`config.mk`:
```
export PLATFORM = sky130hd
export DESIGN_NAME = fib_stream_gen_flat
export DESIGN_NICKNAME = d
export VERILOG_FILES = /design/src/rtl/fib_stream_gen_if.sv /design/src/rtl/fib_stream_gen.sv /design/src/flat_wrapper.sv
export SDC_FILE = /design/constraint.sdc
export NUM_CORES = 1
export LEC_CHECK = 0
export CELL_PAD_IN_SITES_DETAIL_PLACEMENT = 1
export CELL_PAD_IN_SITES_GLOBAL_PLACEMENT = 2
export CORE_ASPECT_RATIO = 0.8
export CORE_MARGIN = 2
export CORE_UTILIZATION = 32
export CTS_BUF_LIST = sky130_fd_sc_hd__clkbuf_8 sky130_fd_sc_hd__clkbuf_16
export CTS_CLUSTER_SIZE = 24
export DETAILED_ROUTE_END_ITERATION = 6
export HOLD_SLACK_MARGIN = 0.02
export PLACE_DENSITY_LB_ADDON = 0.1
export RECOVER_POWER = 50
export SYNTH_ARGS = -nofsm -noshare
export SYNTH_HDL_FRONTEND = slang
export SYNTH_SLANG_ARGS = --single-unit
```
`constraint.sdc`:
```
create_clock -name clk -period 8.1 [get_ports clk]
set_clock_uncertainty 0.15 [all_clocks]
set_input_delay 1.215 -clock clk [delete_from_list [all_inputs] [get_ports clk]]
set_output_delay 1.215 -clock clk [all_outputs]
set_load 0.02 [all_outputs]
```
`src/rtl/fib_stream_gen_if.sv`:
```
// Handshake bundle for fib_stream_gen: sequence request inputs and the
// valid/ready term stream with status flags.
interface fib_stream_gen_if #(
    parameter int WIDTH = 32,
    parameter int CNT_W = 8
);
    logic             start;
    logic [CNT_W-1:0] n;
    logic [WIDTH-1:0] seed0;
    logic [WIDTH-1:0] seed1;
    logic             out_ready;
    logic             out_valid;
    logic [WIDTH-1:0] fib_out;
    logic [CNT_W-1:0] term_idx;
    logic             busy;
    logic             done;
    logic             overflow;

    modport master (
        output start, n, seed0, seed1, out_ready,
        input  out_valid, fib_out, term_idx, busy, done, overflow
    );

    modport slave (
        input  start, n, seed0, seed1, out_ready,
        output out_valid, fib_out, term_idx, busy, done, overflow
    );
endinterface

```
`src/rtl/fib_stream_gen.sv`:
```
// Streams terms 0..n of a seeded Fibonacci recurrence over a valid/ready
// port, stopping early (with a sticky overflow flag) when a term exceeds WIDTH bits.
module fib_stream_gen #(
    parameter int WIDTH = 32,
    parameter int CNT_W = 8
) (
    input  logic            clk,
    input  logic            rst,
    fib_stream_gen_if.slave bus
);
    typedef enum logic [1:0] {
        S_IDLE = 2'd0,
        S_RUN  = 2'd1,
        S_DONE = 2'd2
    } state_t;

    state_t           r_state;
    logic [WIDTH-1:0] r_prev;
    logic [WIDTH-1:0] r_curr;
    logic             r_carry;
    logic [CNT_W-1:0] r_idx;
    logic [CNT_W-1:0] r_n;
    logic             r_overflow;
    logic             r_out_valid;
    logic             r_busy;
    logic             r_done;
    logic [WIDTH:0]   w_sum;

    // One extra bit so the carry-out marks a next term that does not fit
    assign w_sum = {1'b0, r_prev} + {1'b0, r_curr};

    // Sequence FSM; status outputs are registered alongside the state
    always_ff @(posedge clk or posedge rst) begin
        if (rst) begin
            r_state     <= S_IDLE;
            r_prev      <= {WIDTH{1'b0}};
            r_curr      <= {WIDTH{1'b0}};
            r_carry     <= 1'b0;
            r_idx       <= {CNT_W{1'b0}};
            r_n         <= {CNT_W{1'b0}};
            r_overflow  <= 1'b0;
            r_out_valid <= 1'b0;
            r_busy      <= 1'b0;
            r_done      <= 1'b0;
        end else begin
            case (r_state)
                S_IDLE: begin
                    r_done <= 1'b0;
                    if (bus.start) begin
                        r_n         <= bus.n;
                        r_prev      <= bus.seed0;
                        r_curr      <= bus.seed1;
                        r_carry     <= 1'b0;
                        r_idx       <= {CNT_W{1'b0}};
                        r_overflow  <= 1'b0;
                        r_out_valid <= 1'b1;
                        r_busy      <= 1'b1;
                        r_state     <= S_RUN;
                    end else begin
                        r_out_valid <= 1'b0;
                        r_busy      <= 1'b0;
                    end
                end
                S_RUN: begin
                    if (bus.out_ready) begin
                        if (r_idx == r_n) begin
                            r_out_valid <= 1'b0;
                            r_done      <= 1'b1;
                            r_state     <= S_DONE;
                        end else if (r_carry) begin
                            // Next term would not fit: stop before emitting it
                            r_out_valid <= 1'b0;
                            r_done      <= 1'b1;
                            r_overflow  <= 1'b1;
                            r_state     <= S_DONE;
                        end else begin
                            r_prev  <= r_curr;
                            r_carry <= w_sum[WIDTH];
                            r_curr  <= w_sum[WIDTH-1:0];
                            r_idx   <= r_idx + {{(CNT_W-1){1'b0}}, 1'b1};
                        end
                    end else begin
                        r_out_valid <= 1'b1;
                    end
                end
                S_DONE: begin
                    r_out_valid <= 1'b0;
                    r_done      <= 1'b0;
                    r_busy      <= 1'b0;
                    r_state     <= S_IDLE;
                end
                default: begin
                    r_out_valid <= 1'b0;
                    r_done      <= 1'b0;
                    r_busy      <= 1'b0;
                    r_state     <= S_IDLE;
                end
            endcase
        end
    end

    assign bus.out_valid = r_out_valid;
    assign bus.fib_out   = r_prev;
    assign bus.term_idx  = r_idx;
    assign bus.busy      = r_busy;
    assign bus.done      = r_done;
    assign bus.overflow  = r_overflow;
endmodule

```
`src/flat_wrapper.sv`:
```
// flat-port wrapper written by rule: the top's interface ports become plain ports
module fib_stream_gen_flat 
#(
    parameter int WIDTH = 32,
    parameter int CNT_W = 8
)
  (clk, rst, bus_start, bus_n, bus_seed0, bus_seed1, bus_out_ready, bus_out_valid, bus_fib_out, bus_term_idx, bus_busy, bus_done, bus_overflow);
  fib_stream_gen_if #(.WIDTH(WIDTH), .CNT_W(CNT_W)) bus_i ();
  input  logic clk;
  input  logic rst;
  input wire logic [$bits(bus_i.start)-1:0] bus_start;
  input wire logic [$bits(bus_i.n)-1:0] bus_n;
  input wire logic [$bits(bus_i.seed0)-1:0] bus_seed0;
  input wire logic [$bits(bus_i.seed1)-1:0] bus_seed1;
  input wire logic [$bits(bus_i.out_ready)-1:0] bus_out_ready;
  output wire logic [$bits(bus_i.out_valid)-1:0] bus_out_valid;
  output wire logic [$bits(bus_i.fib_out)-1:0] bus_fib_out;
  output wire logic [$bits(bus_i.term_idx)-1:0] bus_term_idx;
  output wire logic [$bits(bus_i.busy)-1:0] bus_busy;
  output wire logic [$bits(bus_i.done)-1:0] bus_done;
  output wire logic [$bits(bus_i.overflow)-1:0] bus_overflow;
  assign bus_i.start = bus_start;
  assign bus_i.n = bus_n;
  assign bus_i.seed0 = bus_seed0;
  assign bus_i.seed1 = bus_seed1;
  assign bus_i.out_ready = bus_out_ready;
  assign bus_out_valid = bus_i.out_valid;
  assign bus_fib_out = bus_i.fib_out;
  assign bus_term_idx = bus_i.term_idx;
  assign bus_busy = bus_i.busy;
  assign bus_done = bus_i.done;
  assign bus_overflow = bus_i.overflow;
  fib_stream_gen #(.WIDTH(WIDTH), .CNT_W(CNT_W)) u_core (.clk(clk), .rst(rst), .bus(bus_i));
endmodule
```
* After elaboration in Yosys (flattened, before gate mapping)
Index checks and enable logic that the tools add are counted.
** Storage, ports and cells
- Bits in registers :: 87
- Bits in latches :: 0
- Memory bits (writable) :: 0
- ROM bits :: 0
- Bits of input ports :: 76
- Output and inout bits :: 44
- Logic and storage cells :: 67
- Memories :: 0
** Operators by class
- $add $sub $neg :: 2
- Multipliers :: 0
- Divide/modulo/power cells :: 0
- $lt $le $gt $ge :: 0
- Equal/unequal tests :: 9
- Shift-type cells :: 0
- Multiplexer cells :: 38
- Bitwise logic cells :: 0
- Reduce and logical (&&, ||, !) cells :: 8
** Operators with widths (count)
- 32-bit two-way mux :: 8
- 32-bit case mux with 2 select lines :: 2
- 32-bit by 32-bit adder with 33-bit output :: 1
- 8-bit two-way mux :: 4
- 8-bit case mux with 2 select lines :: 1
- 1-bit two-way mux :: 14
- 5-bit AND reduction :: 2
- 8-bit by 1-bit adder with 8-bit output, second input constant :: 1
- 8-bit equality test :: 1
- 2-bit two-way mux :: 4
- 2-bit != test, second input constant :: 4
- 1-bit case mux with 2 select lines :: 4
- 4-bit by 2-bit != test with 1-bit output, second input constant :: 1
- 2-bit case mux with 2 select lines :: 1
- 2-bit AND reduction :: 2
- 4-bit AND reduction :: 1
- 3-bit by 1-bit != test with 1-bit output, second input constant :: 1
- 3-bit AND reduction :: 1
- 2-bit by 1-bit equality test with 1-bit output, second input constant :: 1
- 2-bit zero test :: 1
- 2-bit by 1-bit != test with 1-bit output, second input constant :: 1
- 2-bit nonzero test :: 1

* Longest topological paths before layout
- Depth after elaboration :: 5
- Depth in mapped cells :: 11

* Worst setup path after synthesis
OpenSTA, ideal clock, no wires.
- Path type :: register to register
- Start :: reg u_core.r_prev[0] (netlist: u_core.bus.fib_out[0])
- End :: reg u_core.r_curr[26]
- Data arrival time :: 2.552 ns
- Data required time :: 7.815 ns
- Path slack :: 5.263 ns
- Cell stages (with the launch flop) :: 12
- Path buffers :: 0
- Period minus slack after synthesis :: 2.837 ns
- Path through :: dfrtp_1 -> ha_1 -> fa_1 -> a21oi_1 -> nand4b_1 -> nand3_1 -> a31oi_1 -> nor2_1 -> a21o_1 -> o41ai_1 -> xor2_1 -> o22ai_1
** On the way
- Word-level cells in the longest chain between the ends :: 5
** Ends and longest elaborated chain
- start: declaration :: RTL line fib_stream_gen.sv:18 : logic [WIDTH-1:0] r_prev;
- start signal: assignment :: RTL line fib_stream_gen.sv:36 : r_prev <= {WIDTH{1'b0}};
- start signal: assignment :: RTL line fib_stream_gen.sv:51 : r_prev <= bus.seed0;
- start signal: assignment :: RTL line fib_stream_gen.sv:77 : r_prev <= r_curr;
- 32-bit by 32-bit adder with 33-bit output :: RTL line fib_stream_gen.sv:30 : assign w_sum = {1'b0, r_prev} + {1'b0, r_curr};
- 32-bit two-way mux :: RTL line fib_stream_gen.sv:70 : end else if (r_carry) begin
- 32-bit two-way mux :: RTL line fib_stream_gen.sv:66 : if (r_idx == r_n) begin
- 32-bit two-way mux :: RTL line fib_stream_gen.sv:65 : if (bus.out_ready) begin
- 32-bit case mux with 2 select lines :: RTL line fib_stream_gen.sv:46 : case (r_state)
- end signal: assignment :: RTL line fib_stream_gen.sv:37 : r_curr <= {WIDTH{1'b0}};
- end signal: assignment :: RTL line fib_stream_gen.sv:52 : r_curr <= bus.seed1;
- end signal: assignment :: RTL line fib_stream_gen.sv:79 : r_curr <= w_sum[WIDTH-1:0];
- end: declaration :: RTL line fib_stream_gen.sv:19 : logic [WIDTH-1:0] r_curr;
Every way passes these cells. The select of a mux whose other input is x is not followed.
A chain may end at the register's enable or synchronous reset.

* Final worst setup path
- Start :: in bus_start
- End :: reg u_core.r_curr[31]
** On the way
- Word-level cells in the longest chain between the ends :: 2
** Ends and longest elaborated chain
- start: declaration :: RTL line flat_wrapper.sv:11 : input wire logic [$bits(bus_i.start)-1:0] bus_start;
- 2-bit != test (no line)
- 5-bit AND reduction (no line)
Every way passes these cells.

==> impl_summary.txt <==
----------------------------------------------------
[Power and ir drop]
  Leakage power total ... approximately 0.0031 uW
  Switching power total ... just under 2000 uW
  Part of the power in the clock network ... 0.118
  Combinational Power Share ... 0.664
  Total power density per cell area ... 542.3 mW/mm^2
  Fraction of power spent switching nets ... 0.4969
  Internal power ... between 1500 and 2000 uW
  Sequential share of power ... 0.218
  Design Power ... 3916 uW
  Worst vdd rail ir drop ... around 0.16 mV

[Placed design]
  Count of input and output buffers ... 119
  Placed wire-length estimate after detailed placement ... 12.83 mm
  RePlAce Congestion ... 0.8127

[Yosys]
  Share of the synthesized area in compound gates (AO/OA/AOI/OAI) ... 0.2224
  Average footprint of a synthesized cell ... approximately 8.1 um^2
  Post-synthesis share of cell area spent on xor and xnor gates ... 0.06486
  Post-Synth Adder-Cell Area ... 0.07819
  Simple-gate portion of the synthesized area ... 0.2066
  Most area-consuming cells after synthesis ... dfrtp_1 39%, nand2_1 9.9%, ha_1 7.5%
  Synth async-reset ratio ... 1.000
  Syn. warnings ... 0
  Most area-hungry cell type in the Yosys netlist ... dfrtp_1
  Main combinational cell family by area after synthesis ... compound AO/OA/AOI/OAI gates
  Net count of the mapped netlist ... ~800
  Register area share after synthesis ... 0.3932
  Leading register cell type out of synthesis ... dfrtp_1
  Number of instances in the synthesized netlist ... a little under 700
  Number of different library cells in the post-synthesis netlist ... between 40 and 50
  Mapped Area ... 0.005537 mm^2
  Mux contribution to synthesized area ... 0
  Number of flops mapped to enable cells by yosys ... 0
  Synthesized flop and latch total ... 87
  Fraction of synthesized cell area taken by the top area cell type ... 0.3932

[Setup path]
  CP Launch Point ... bus_start
  Critical-path maximum fanout ... 85
  Worst EP arrival ... approximately 3800 ps
  Critical Path End Type ... flop
  Setup CP Type ... input pin to flop
  CP Launch Type ... input pin
  Required arrival time at the worst endpoint ... 8160 ps
  R2R Setup Slk ... 4620 ps
  Reg-to-reg critical path startpoint ... u_core.bus.fib_out[0]

[Floorplanning]
  Full die area ... approximately 0.018 mm^2
  Count of boundary I/O pins ... 120
  Initial core utilization ... 0.3303
  Total number of placement rows ... 42
  DIE HEIGHT ... 121.7 um
  CORE AREA ... 0.01676 mm^2
  Die X ... 151.1 um

[Route]
  Final WL ... roughly 18 mm
  Metal1 wirelength ... 9.148 mm
  Highest routed layer ... met4
  Iteration count of the initial detailed-routing pass ... 4
  1st-iter DRT viols ... roughly 270
  Residual DRC ... 0
  Total vias in the final route ... 5267
  Met2 Wirelength ... 7.805 mm
  Average detailed-routed wire length per instance ... 17.81 um
  Number of nets still failing antenna checks after routing ... 0
  Vias per cell ... roughly 5.2
  Met3 Routed Length ... 776 um

[Finish]
  Diodes inserted ... 0
  Area growth, synth to finish ... 30.42%
  Most common cell after layout, fill and taps aside ... nand2_1
  Share of post-route cells with drive strength above 1 ... 0.03939
  Highest-count cells in the layout ignoring fill and taps ... 146 x nand2_1, 87 x nor2_1, 87 x dfrtp_1
  Number of nets in the layout ... approximately 900

[GRT]
  Antenna violations before repair ... 0
  Wire length of the first global-routing pass ... 29.58 mm
  Total routing resource utilization after global routing ... 0.2048
  Vias in the first global route ... 5615
  Total grt overflow ... 0
  Pin count of the biggest net entering global routing ... 86

[Timing]
  Fmax achieved ... 0.2662 GHz
  Final Max Slew Viols ... 36
  Number of endpoints with negative hold slack in the final report ... 0
  Worst-case headroom to the max-slew limit ... -0.2278
  Final critical path time including I/O delays and setup ... 3757 ps
  RSZ-0062 raised after global routing ... false
  Summed negative setup slack over all endpoints ... 0 ps
  Final worst-path cycle share ... 0.4638
  Actual slew at the worst max-slew pin ... around 1800 ps
  Final setup violation count ... 0

[Clocking]
  TritonCTS clock tree ... yes
  # hold bufs at CTS ... 0
  Number of CTS-inserted buffers ... 9
  Resized cells post-CTS ... 0
  Clk slew on worst S/H paths ... 70 ps
  Setup Fix Bufs, Post-CTS ... 0
  CTS sink cnt ... 87
  H-tree depth reported by CTS ... 3
  Clk buf depth ... 2
  Root Driver ... clkbuf_16
  Clock latency on the worst-skew pair ... 350 ps

[Run status]
  Violated checks ... max-capacitance violations, max-slew violations
  Status ... complete, but fails checks

[Hold path]
  Hold path startpoint ... u_core.bus.busy
  Path class of the lowest-slack min-delay path ... flop to flop

[Job]
  MaxCap Viol Count ... 1

----------------------------------------------------
synth_stat cells, drive strengths merged (2+ instances only):
master / number
nor2: 88
dfrtp: 87
o22ai: 2
a221o: 3
a41oi: 2
buf: 10
xor2: 22
clkbuf: 27
nand4: 10
nand2: 147
a211oi: 4
o211ai: 4
o31a: 2
o21bai: 5
nand3: 3
nor3: 8
and3: 10
ha: 33
a31oi: 41
o21ai: 44
a21boi: 3
a211o: 2
xnor2: 19
o2111ai: 2
a21o: 17
or2: 3
a21oi: 54
a22oi: 2
a31o: 2
inv: 8
nand2b: 5
a221oi: 2
nor2b: 3
o21a: 4
layout make-up:
| type | instances | area (um^2) |
|---|---|---|
| repair buffers | 125 | 1236 |
| well taps | 220 | 275.3 |
| multi-input cells | 551 | 3179 |
| clock inverters | 7 | 96.34 |
| inverters | 8 | 31.28 |
| clock buffers | 9 | 225.2 |
| fillers | 1963 | 9543 |
| flip-flops and latches | 87 | 2177 |
worst max-delay path, cell delays in order:
cell           delay, ps
dlygate4sd3_1        550
nand2b_1             110
or2_0                880
nand2_2              100
buf_4                430
and3_1               300
a21oi_1              120
o21ai_1               80
routing by layer:
layer  vias up  GRT usage
li1       2584          -
met1      2554     0.2969
met2       113     0.3162
met3        16    0.04157
met4         0    0.04498
met5         -          0
metrics by stage:
step	cells	setup slack (ps)	instance area, um^2	hold slack (ps)	util
final	1007	4343	7221	344.0	0.4307
after global routing	1007	4096	7221	386.5	0.4307
after CTS	1007	4506	7221	353.0	0.4307
after detailed placement	991	4134	6899	328.4	0.4116
after global placement	991	4231	6899	320.7	0.4116
after floorplan	683	4485	5537	316.5	-
final timing paths:
kind,to,cells past startpoint
max,u_core.r_curr[31],8
min,u_core.bus.busy,2
max reg2reg,u_core.r_curr[26],11
min reg2reg,u_core.bus.busy,2
max in group asynchronous,u_core.r_curr[18],3
min in group asynchronous,u_core.bus.fib_out[25],2
power by group through the flow:
stage	Clock [uW]	Combinational [uW]	Sequential [uW]
detailed placement	0	2630	864
CTS	478	2650	858
global route	490	2940	887
floorplan	0	1810	918
global placement	0	2570	856
finish	463	2600	853
sequential cells by signal, indices dropped and copies added, names as in the netlist:
register / flops
u_core.bus.fib_out: 32
u_core.r_n: 8
u_core.r_state: 2
u_core.r_carry: 1
u_core.bus.busy: 1
u_core.bus.out_valid: 1
u_core.r_curr: 32
u_core.bus.done: 1
u_core.bus.overflow: 1
u_core.bus.term_idx: 8
cells by family after synthesis:
logic type	count (synthesis)
fa+ha+maj	34
simple gates	278
flops	87
xor+xnor	41
compound gates	198
buf+inv	45
No activity file was read; power rests on OpenSTA's default activity.
